--- config.mk ---
export PLATFORM = sky130hd
export DESIGN_NAME = uart_tx_arbiter
export DESIGN_NICKNAME = d
export VERILOG_FILES = /design/src/rtl/UART_pkg.sv /design/src/rtl/fsm_pkg.sv /design/src/rtl/rr_priority_encoder.sv /design/src/rtl/uart_tx_arbiter.sv
export SDC_FILE = /design/constraint.sdc
export NUM_CORES = 1
export LEC_CHECK = 0
export CORE_AREA = 4 4 58 60
export DETAILED_ROUTE_END_ITERATION = 10
export DIE_AREA = 0 0 62 64
export PLACE_DENSITY_LB_ADDON = 0.1
export SLEW_MARGIN = 15
export SYNTH_ARGS = -nofsm -noshare
export SYNTH_HDL_FRONTEND = slang
export SYNTH_SLANG_ARGS = --single-unit
--- constraint.sdc ---
create_clock -name clk_i -period 5.1 [get_ports clk_i]
set_clock_uncertainty 0.15 [all_clocks]
set_input_delay 1.02 -clock clk_i [delete_from_list [all_inputs] [get_ports clk_i]]
set_output_delay 1.02 -clock clk_i [all_outputs]
set_load 0.005 [all_outputs]
--- src/rtl/UART_pkg.sv ---
// UART_pkg: shared UART defaults, including the TX arbiter's requester count and burst limit.
package UART_pkg;
    localparam int ARB_N_REQ     = 4;
    localparam int ARB_MAX_BURST = 8;
endpackage

--- src/rtl/fsm_pkg.sv ---
// fsm_pkg: state enums for the UART transmitter and its write-port arbiter.
package fsm_pkg;
    typedef enum logic [2:0] {TX_IDLE, TX_START, TX_DATA, TX_PARITY, TX_STOP} tx_fsm_e;
    typedef enum logic [1:0] {ARB_IDLE, ARB_GRANT, ARB_DRAIN, ARB_CFG} arbiter_fsm_e;
endpackage

--- src/rtl/rr_priority_encoder.sv ---
// rr_priority_encoder: one-hot pick of the first valid bit at or after rr_ptr, wrapping around.
module rr_priority_encoder #(
    parameter int N_REQ = 4
) (
    input  logic [$clog2(N_REQ)-1:0] rr_ptr,
    input  logic [N_REQ-1:0]         valid,
    output logic [N_REQ-1:0]         grant,
    output logic                     any_valid
);
    logic [N_REQ-1:0] rot_valid;
    logic [N_REQ-1:0] pick;
    // Rotate so rr_ptr sits at bit 0, take the lowest set bit, rotate back.
    always_comb begin
        rot_valid = N_REQ'({valid, valid} >> rr_ptr);
        pick = '0;
        for (int i = N_REQ - 1; i >= 0; i--)
            if (rot_valid[i]) pick = N_REQ'(1) << i;
        grant = N_REQ'(({pick, pick} << rr_ptr) >> N_REQ);
    end
    assign any_valid = |valid;
endmodule

--- src/rtl/uart_tx_arbiter.sv ---
// uart_tx_arbiter: round-robin sharing of the UART TX FIFO write port among byte requesters,
// with master config requests issued only once the FIFO is drained and the transmitter idle.
module uart_tx_arbiter
    import UART_pkg::*;
    import fsm_pkg::*;
#(
    parameter int N_REQ     = ARB_N_REQ,
    parameter int MAX_BURST = ARB_MAX_BURST
) (
    input  logic                 clk_i,
    input  logic                 rst_n_i,
    input  logic [N_REQ-1:0]     req_valid_i,
    input  logic [N_REQ*8-1:0]   req_data_i,
    input  logic [N_REQ-1:0]     req_last_i,
    output logic [N_REQ-1:0]     req_ready_o,
    output logic [N_REQ-1:0]     grant_o,
    output logic [7:0]           tx_data_o,
    output logic                 tx_fifo_write_o,
    input  logic                 tx_fifo_full_i,
    input  logic                 tx_fifo_empty_i,
    input  logic                 tx_idle_i,
    input  logic                 cfg_req_i,
    output logic                 cfg_req_mst_o,
    input  logic                 req_done_i,
    output logic                 cfg_ack_o
);
    localparam int PW = $clog2(N_REQ);
    localparam int BW = $clog2(MAX_BURST + 1);

    arbiter_fsm_e     state, state_nxt;
    logic [N_REQ-1:0] grant, enc_grant;
    logic             enc_any;
    logic [PW-1:0]    rr_ptr, gidx, enc_idx;
    logic [BW-1:0]    burst_cnt;
    logic             cfg_ack;
    logic             g_valid, g_last, accept, burst_end, start;
    logic [7:0]       g_data;

    rr_priority_encoder #(.N_REQ(N_REQ)) u_enc (
        .rr_ptr    (rr_ptr),
        .valid     (req_valid_i),
        .grant     (enc_grant),
        .any_valid (enc_any)
    );

    // Grant is one-hot or zero, so an AND-OR mux yields zero data when nobody is granted.
    always_comb begin
        enc_idx = '0;
        g_valid = 1'b0;
        g_last  = 1'b0;
        g_data  = '0;
        for (int i = 0; i < N_REQ; i++) begin
            if (enc_grant[i]) enc_idx = PW'(i);
            if (grant[i]) begin
                g_valid = req_valid_i[i];
                g_last  = req_last_i[i];
                g_data  = req_data_i[i*8 +: 8];
            end
        end
    end

    assign start           = (state == ARB_IDLE) && !cfg_req_i && enc_any;
    assign accept          = (state == ARB_GRANT) && g_valid && !tx_fifo_full_i;
    assign burst_end       = accept && (g_last || burst_cnt == BW'(MAX_BURST - 1));
    assign req_ready_o     = (state == ARB_GRANT && !tx_fifo_full_i) ? grant : '0;
    assign grant_o         = grant;
    assign tx_data_o       = g_data;
    assign tx_fifo_write_o = accept;
    assign cfg_req_mst_o   = state == ARB_CFG;
    assign cfg_ack_o       = cfg_ack;

    always_comb begin
        state_nxt = state;
        case (state)
            ARB_IDLE:  state_nxt = cfg_req_i ? ARB_DRAIN : enc_any ? ARB_GRANT : ARB_IDLE;
            ARB_GRANT: state_nxt = burst_end ? ARB_IDLE : ARB_GRANT;
            ARB_DRAIN: state_nxt = (tx_fifo_empty_i && tx_idle_i) ? ARB_CFG : ARB_DRAIN;
            ARB_CFG:   state_nxt = req_done_i ? ARB_IDLE : ARB_CFG;
            default:   state_nxt = ARB_IDLE;
        endcase
    end

    always_ff @(posedge clk_i or negedge rst_n_i) begin
        if (!rst_n_i) begin
            state     <= ARB_IDLE;
            rr_ptr    <= '0;
            gidx      <= '0;
            burst_cnt <= '0;
            grant     <= '0;
            cfg_ack   <= 1'b0;
        end else begin
            state   <= state_nxt;
            cfg_ack <= (state == ARB_CFG) && req_done_i;
            if (start) begin
                grant     <= enc_grant;
                gidx      <= enc_idx;
                burst_cnt <= '0;
            end
            if (accept) burst_cnt <= burst_cnt + 1'b1;
            if (burst_end) begin
                grant  <= '0;
                rr_ptr <= (gidx == PW'(N_REQ - 1)) ? '0 : gidx + 1'b1;
            end
        end
    end
endmodule
After elaboration in Yosys (flattened, before gate mapping)
Index checks and enable logic that the tools add are counted.
W data, S select, Z words.

cells by class
  reduce and logical (&&, ||, !) cells = 15
  mux-type cells = 31
  shift operators = 2
  eq/ne operators = 5
  add/sub/neg operators = 2

operator list
  operator               number
  $mux W4                9
  $mux W8                4
  $mux W1                12
  $mux W2                5
  $logic_and A1 B1 Y1    8
  $pmux W2 S4            1
  $shl A8 B2 Y8          1
  $shr A8 B2 Y4          1
  $eq A2 B2 Y1 const B   3
  $add A4 B1 Y4 const B  1
  $eq A4 B3 Y1 const B   1
  $reduce_bool A2 Y1     2
  $reduce_or A4 Y1       1
  $add A2 B1 Y2 const B  1
  $eq A2 B1 Y1 const B   1
  $logic_not A1 Y1       2
  $logic_not A2 Y1       1
  $logic_or A1 B1 Y1     1

storage, ports and cells
  input bits = 47
  register bits = 15
  logic and storage cells = 61
  output and inout bits = 19

Longest topological paths before layout
  word-level depth = 9
  depth in mapped cells = 6
  depth with buffers taken out = 6

Cells and area by module
A second synthesis with hierarchy kept.

second synthesis, totals
  cell total of the unflattened synthesis = 143
  area total of the unflattened synthesis = 1208.7 um^2

by module, submodules not included
  module               times used  area each (um^2)  seq. area each (um^2)  cells each
  uart_tx_arbiter      1           1091.0            375.4                  124
  rr_priority_encoder  1           117.6             0.0                    19

Worst setup path before layout
No wires, ideal clock.

  path type = in2out
  start point = input port tx_fifo_full_i
  end point = output port tx_fifo_write_o
  arrival time = 1.994 ns
  slack = 1.936 ns
  data required time = 3.930 ns
  stages = 4
  buffers on the path = 0
  path through = or3b_1 -> a2111oi_4 -> nor2_1 -> inv_1

between the ends
  word-level cells in the longest chain between the ends = 2

ends and longest elaborated chain
  what                 line                   source
  start: declaration   uart_tx_arbiter.sv:19  input logic tx_fifo_full_i,
  $logic_not A1 Y1     uart_tx_arbiter.sv:63  assign accept = (state == ARB_GRANT) && g_valid && !tx_fifo_full_i;
  $logic_and A1 B1 Y1  uart_tx_arbiter.sv:63
  end: declaration     uart_tx_arbiter.sv:18  output logic tx_fifo_write_o,

No other way between the ends.

Worst setup path in the final report
Ends and elaborated chain as after synthesis.

==> flow_metrics.env <==
export IMPL_timing_critical_path_cells="clkdlybuf4s50_1 -> or3b_1 -> a2111oi_4 -> nor2_1 -> inv_1 -> clkdlybuf4s50_1"
export IMPL_netlist_cell_type_count=34
export IMPL_static_leakage_power_nw=0.758
export IMPL_routed_length_per_instance_um=15.4
export IMPL_finalSetupTns_ps=0
export IMPL_timing_worst_slew_pin_value_ps=814
export IMPL_vias_in_the_first_global_route=1259
export IMPL_floorplan_io_pins=66
export IMPL_drt_iter0_drc=72
export IMPL_final_antenna_net_count=0
export IMPL_slew_viol_final=0
export IMPL_n_antenna_cell=0
export IMPL_postSynthNetCount=195
export IMPL_cp_slowest_stage_delay_ps=490
export IMPL_n_fill_cell=265
export IMPL_worst_ep_required_time_ps=3930
export IMPL_cts_root_buf="sky130_fd_sc_hd__clkbuf_4"
export IMPL_synth_enable_flop_cells=0
export IMPL_maximum_root_to_sink_buffer_count=2
export IMPL_placedInstanceArea_mm2=0.00179
export IMPL_met1Wirelength_mm=1.43
export IMPL_path_class="primary input to primary output"
export IMPL_report_power_total_mw=0.761
export IMPL_power_switching_mw=0.320
export IMPL_core_area_mm2=0.00293
export IMPL_status="completed"
export IMPL_num_rows=20
export IMPL_num_vias=1348
export IMPL_cts_tree="done"
export IMPL_fp_dieArea_mm2=0.00397
export IMPL_setup_repair_after_global_routing_missed_its_margin="no"
export IMPL_drt_wl_total_mm=3.73
export IMPL_yosys_top_cells_area="sky130_fd_sc_hd__dfrtp_1, sky130_fd_sc_hd__a21oi_1, sky130_fd_sc_hd__o21ai_0, sky130_fd_sc_hd__nand2_1, sky130_fd_sc_hd__a22oi_1"
export IMPL_grt_antenna_before_repair=0
export IMPL_setup_viol=0
export IMPL_die_h_um=64
export IMPL_cts_clk_slew_worst_paths_ps=90
export IMPL_initial_core_util=0.381
export IMPL_sw_frac_of_total=0.421
export IMPL_dp_hpwl_mm=2.99
export IMPL_route_detailed_drc=0
export IMPL_synth_yosys_warnings=0
export IMPL_place_congestion=0.868
export IMPL_layout_area_overhead_vs_synth_pct=63.2
export IMPL_nets=260
export IMPL_grt_first_pass_wirelength_mm=5.91
export IMPL_power_share_clock=0.093
export IMPL_worstPathMaxFanout=8
export IMPL_synth_async_reset_ratio=1.00
export IMPL_arrival_ps=2990
export IMPL_postSynth_topFlopCell="sky130_fd_sc_hd__dfrtp_1"
export IMPL_synth_yosys_seq_area_share=0.337
export IMPL_fmaxAchievable_mhz=241
export IMPL_timing_critical_path_mode_cell="sky130_fd_sc_hd__clkdlybuf4s50_1"
export IMPL_r2r_slack_ps=2850
export IMPL_cellInternalPower_mw=0.441
export IMPL_postSynthRegisterBits=15
export IMPL_stdcell_count=243
export IMPL_synthCells=146
export IMPL_gr_total_overflow=0
export IMPL_timing_critical_path_to_type="primary output"
export IMPL_most_area_hungry_cell_type_in_the_yosys_netlist="sky130_fd_sc_hd__dfrtp_1"
export IMPL_worst_skew_pair_late_latency_ps=300
export IMPL_vias_per_cell=5.55
export IMPL_fraction_of_final_layout_cells_with_drive_strength_greater_than_1=0.0381
export IMPL_setup_ws_ps=944
export IMPL_fp_dieW_um=62
export IMPL_share_comb_of_total_power=0.557
export IMPL_pwr_share_seq=0.350
export IMPL_pin_count_of_the_biggest_net_entering_global_routing=24
export IMPL_clock_tree_htree_level_count=1
export IMPL_tritoncts_num_sinks=15
export IMPL_final_design_area_no_fill_mm2=0.00182
export IMPL_dr_wl_met2_mm=1.77
export IMPL_post_cts_setup_buffers=0
export IMPL_cts_resized=0
export IMPL_place_port_buffers=65
export IMPL_powerDensity_mw_per_mm2=418
export IMPL_startpoint_type="primary input"
export IMPL_synth_avg_cell_area_um2=7.64
export IMPL_number_of_buffers_added_to_fix_hold_violations_after_cts=0
export IMPL_finalHoldViolations=0
export IMPL_maxCapViolations=0
export IMPL_drt_pass1_iterations=4
export IMPL_dp_cells=239
export IMPL_crit_slowest_cell="sky130_fd_sc_hd__clkdlybuf4s50_1"
export IMPL_fin_crit_ps=4160
export IMPL_global_route_usage_total=0.194
export IMPL_worst_hold_check_path_type="flop to flop"
export IMPL_ir_drop_mv=0.271
export IMPL_route_top_layer_used="met4"
export IMPL_yosys_area_top_type_share=0.337
export IMPL_detailroute_wirelength_met3_um=485
export IMPL_synth_cell_area_mm2=0.00111
export IMPL_preCtsSetupSlack_ps=949
export IMPL_tritoncts_num_buffers=3
export IMPL_slew_headroom=0.452
export IMPL_timing_final_crit_share=0.815
==> cell type report <==
| type | count | area (um^2) | area share |
|---|---|---|---|
| clock buffer | 3 | 22.5 | 0.0124 |
| clock inverter | 1 | 5.00 | 0.00275 |
| inverter | 6 | 22.5 | 0.0124 |
| multi-input combinational | 119 | 694 | 0.382 |
| sequential | 15 | 375 | 0.206 |
| tap | 33 | 41.3 | 0.0227 |
| timing repair buffer | 66 | 658 | 0.362 |
==> final timing paths <==
kind / cells after the start / startpoint / endpoint
max reg2reg: 5 / grant_o[2]$_DFFE_PN0P_ / rr_ptr[0]$_DFFE_PN0P_
max in group asynchronous: 1 / rst_n_i / grant_o[1]$_DFFE_PN0P_
min reg2reg: 1 / state[0]$_DFF_PN0_ / state[1]$_DFF_PN0_
min: 1 / state[0]$_DFF_PN0_ / state[1]$_DFF_PN0_
min in group asynchronous: 1 / rst_n_i / grant_o[2]$_DFFE_PN0P_
max: 6 / tx_fifo_full_i / tx_fifo_write_o
==> metrics by stage <==
| step | hold slack, ps | utilization |
|---|---|---|
| finish | 397 | 0.621 |
| global route | 418 | 0.621 |
| CTS | 389 | 0.621 |
| detailed placement | 376 | 0.612 |
| global placement | 367 | 0.612 |
| floorplan | 340 | - |
==> state kept, by name, summed over array words and instances, names as in the netlist <==
signal	count
gidx	2
burst_cnt	4
state	2
cfg_ack_o	1
rr_ptr	2
grant_o	4
==> synth_stat cells, types with 2 or more instances <==
master	number
sky130_fd_sc_hd__nor3_1	2
sky130_fd_sc_hd__nor2_1	13
sky130_fd_sc_hd__nand2_1	16
sky130_fd_sc_hd__dfrtp_1	15
sky130_fd_sc_hd__a21oi_1	20
sky130_fd_sc_hd__clkbuf_1	4
sky130_fd_sc_hd__a22oi_1	7
sky130_fd_sc_hd__inv_1	6
sky130_fd_sc_hd__and3_1	2
sky130_fd_sc_hd__nor2b_1	2
sky130_fd_sc_hd__ha_1	2
sky130_fd_sc_hd__buf_1	2
sky130_fd_sc_hd__and2_1	5
sky130_fd_sc_hd__nand3b_1	3
sky130_fd_sc_hd__nor3b_1	2
sky130_fd_sc_hd__nand2b_1	2
sky130_fd_sc_hd__o21ai_0	18
sky130_fd_sc_hd__nand3_1	9
==> cell families after synthesis <==
logic type      Yosys count  synth area share
simple gates             58             0.256
compound gates           56             0.318
flops                    15             0.337
buf+inv                  12            0.0404
mux                       2            0.0191
fa+ha+maj                 2            0.0224
xor+xnor                  1           0.00786
==> power groups by stage <==
stage	registers, mW	clock network [mW]	logic (mW)
floorplan	0.216	0	0.254
CTS	0.265	0.0711	0.430
global placement	0.263	0	0.416
finish	0.266	0.0704	0.424
detailed placement	0.267	0	0.428
global route	0.282	0.0781	0.478
==> placed cells by master (no fill, tap or decap), types with 2 or more instances in the layout <==
master / n
sky130_fd_sc_hd__clkdlybuf4s50_1: 65
sky130_fd_sc_hd__a21oi_1: 20
sky130_fd_sc_hd__o21ai_0: 18
sky130_fd_sc_hd__nand2_1: 16
sky130_fd_sc_hd__dfrtp_1: 15
sky130_fd_sc_hd__nor2_1: 13
sky130_fd_sc_hd__nand3_1: 9
sky130_fd_sc_hd__a22oi_1: 7
sky130_fd_sc_hd__inv_1: 6
sky130_fd_sc_hd__and2_1: 5
sky130_fd_sc_hd__nand3b_1: 3
sky130_fd_sc_hd__clkbuf_4: 3
sky130_fd_sc_hd__nor2b_1: 2
sky130_fd_sc_hd__nor3b_1: 2
sky130_fd_sc_hd__and3_1: 2
sky130_fd_sc_hd__nor3_1: 2
sky130_fd_sc_hd__nand2b_1: 2
sky130_fd_sc_hd__ha_1: 2
==> worst max-delay path, delay by kind of cell <==
kind | cells | cell delay, ps
buffers and inverters | 3 | 1000
AOI/OAI and AO/OA | 1 | 350
and+or+nand+nor | 2 | 610
==> layer usage <==
layer | GRT usage | vias to the layer above
met4 | 0.0637 | 0
met5 | 0 | -
li1 | - | 656
met2 | 0.329 | 77
met3 | 0.0364 | 5
met1 | 0.238 | 610
(Power assumes the default switching activity.)
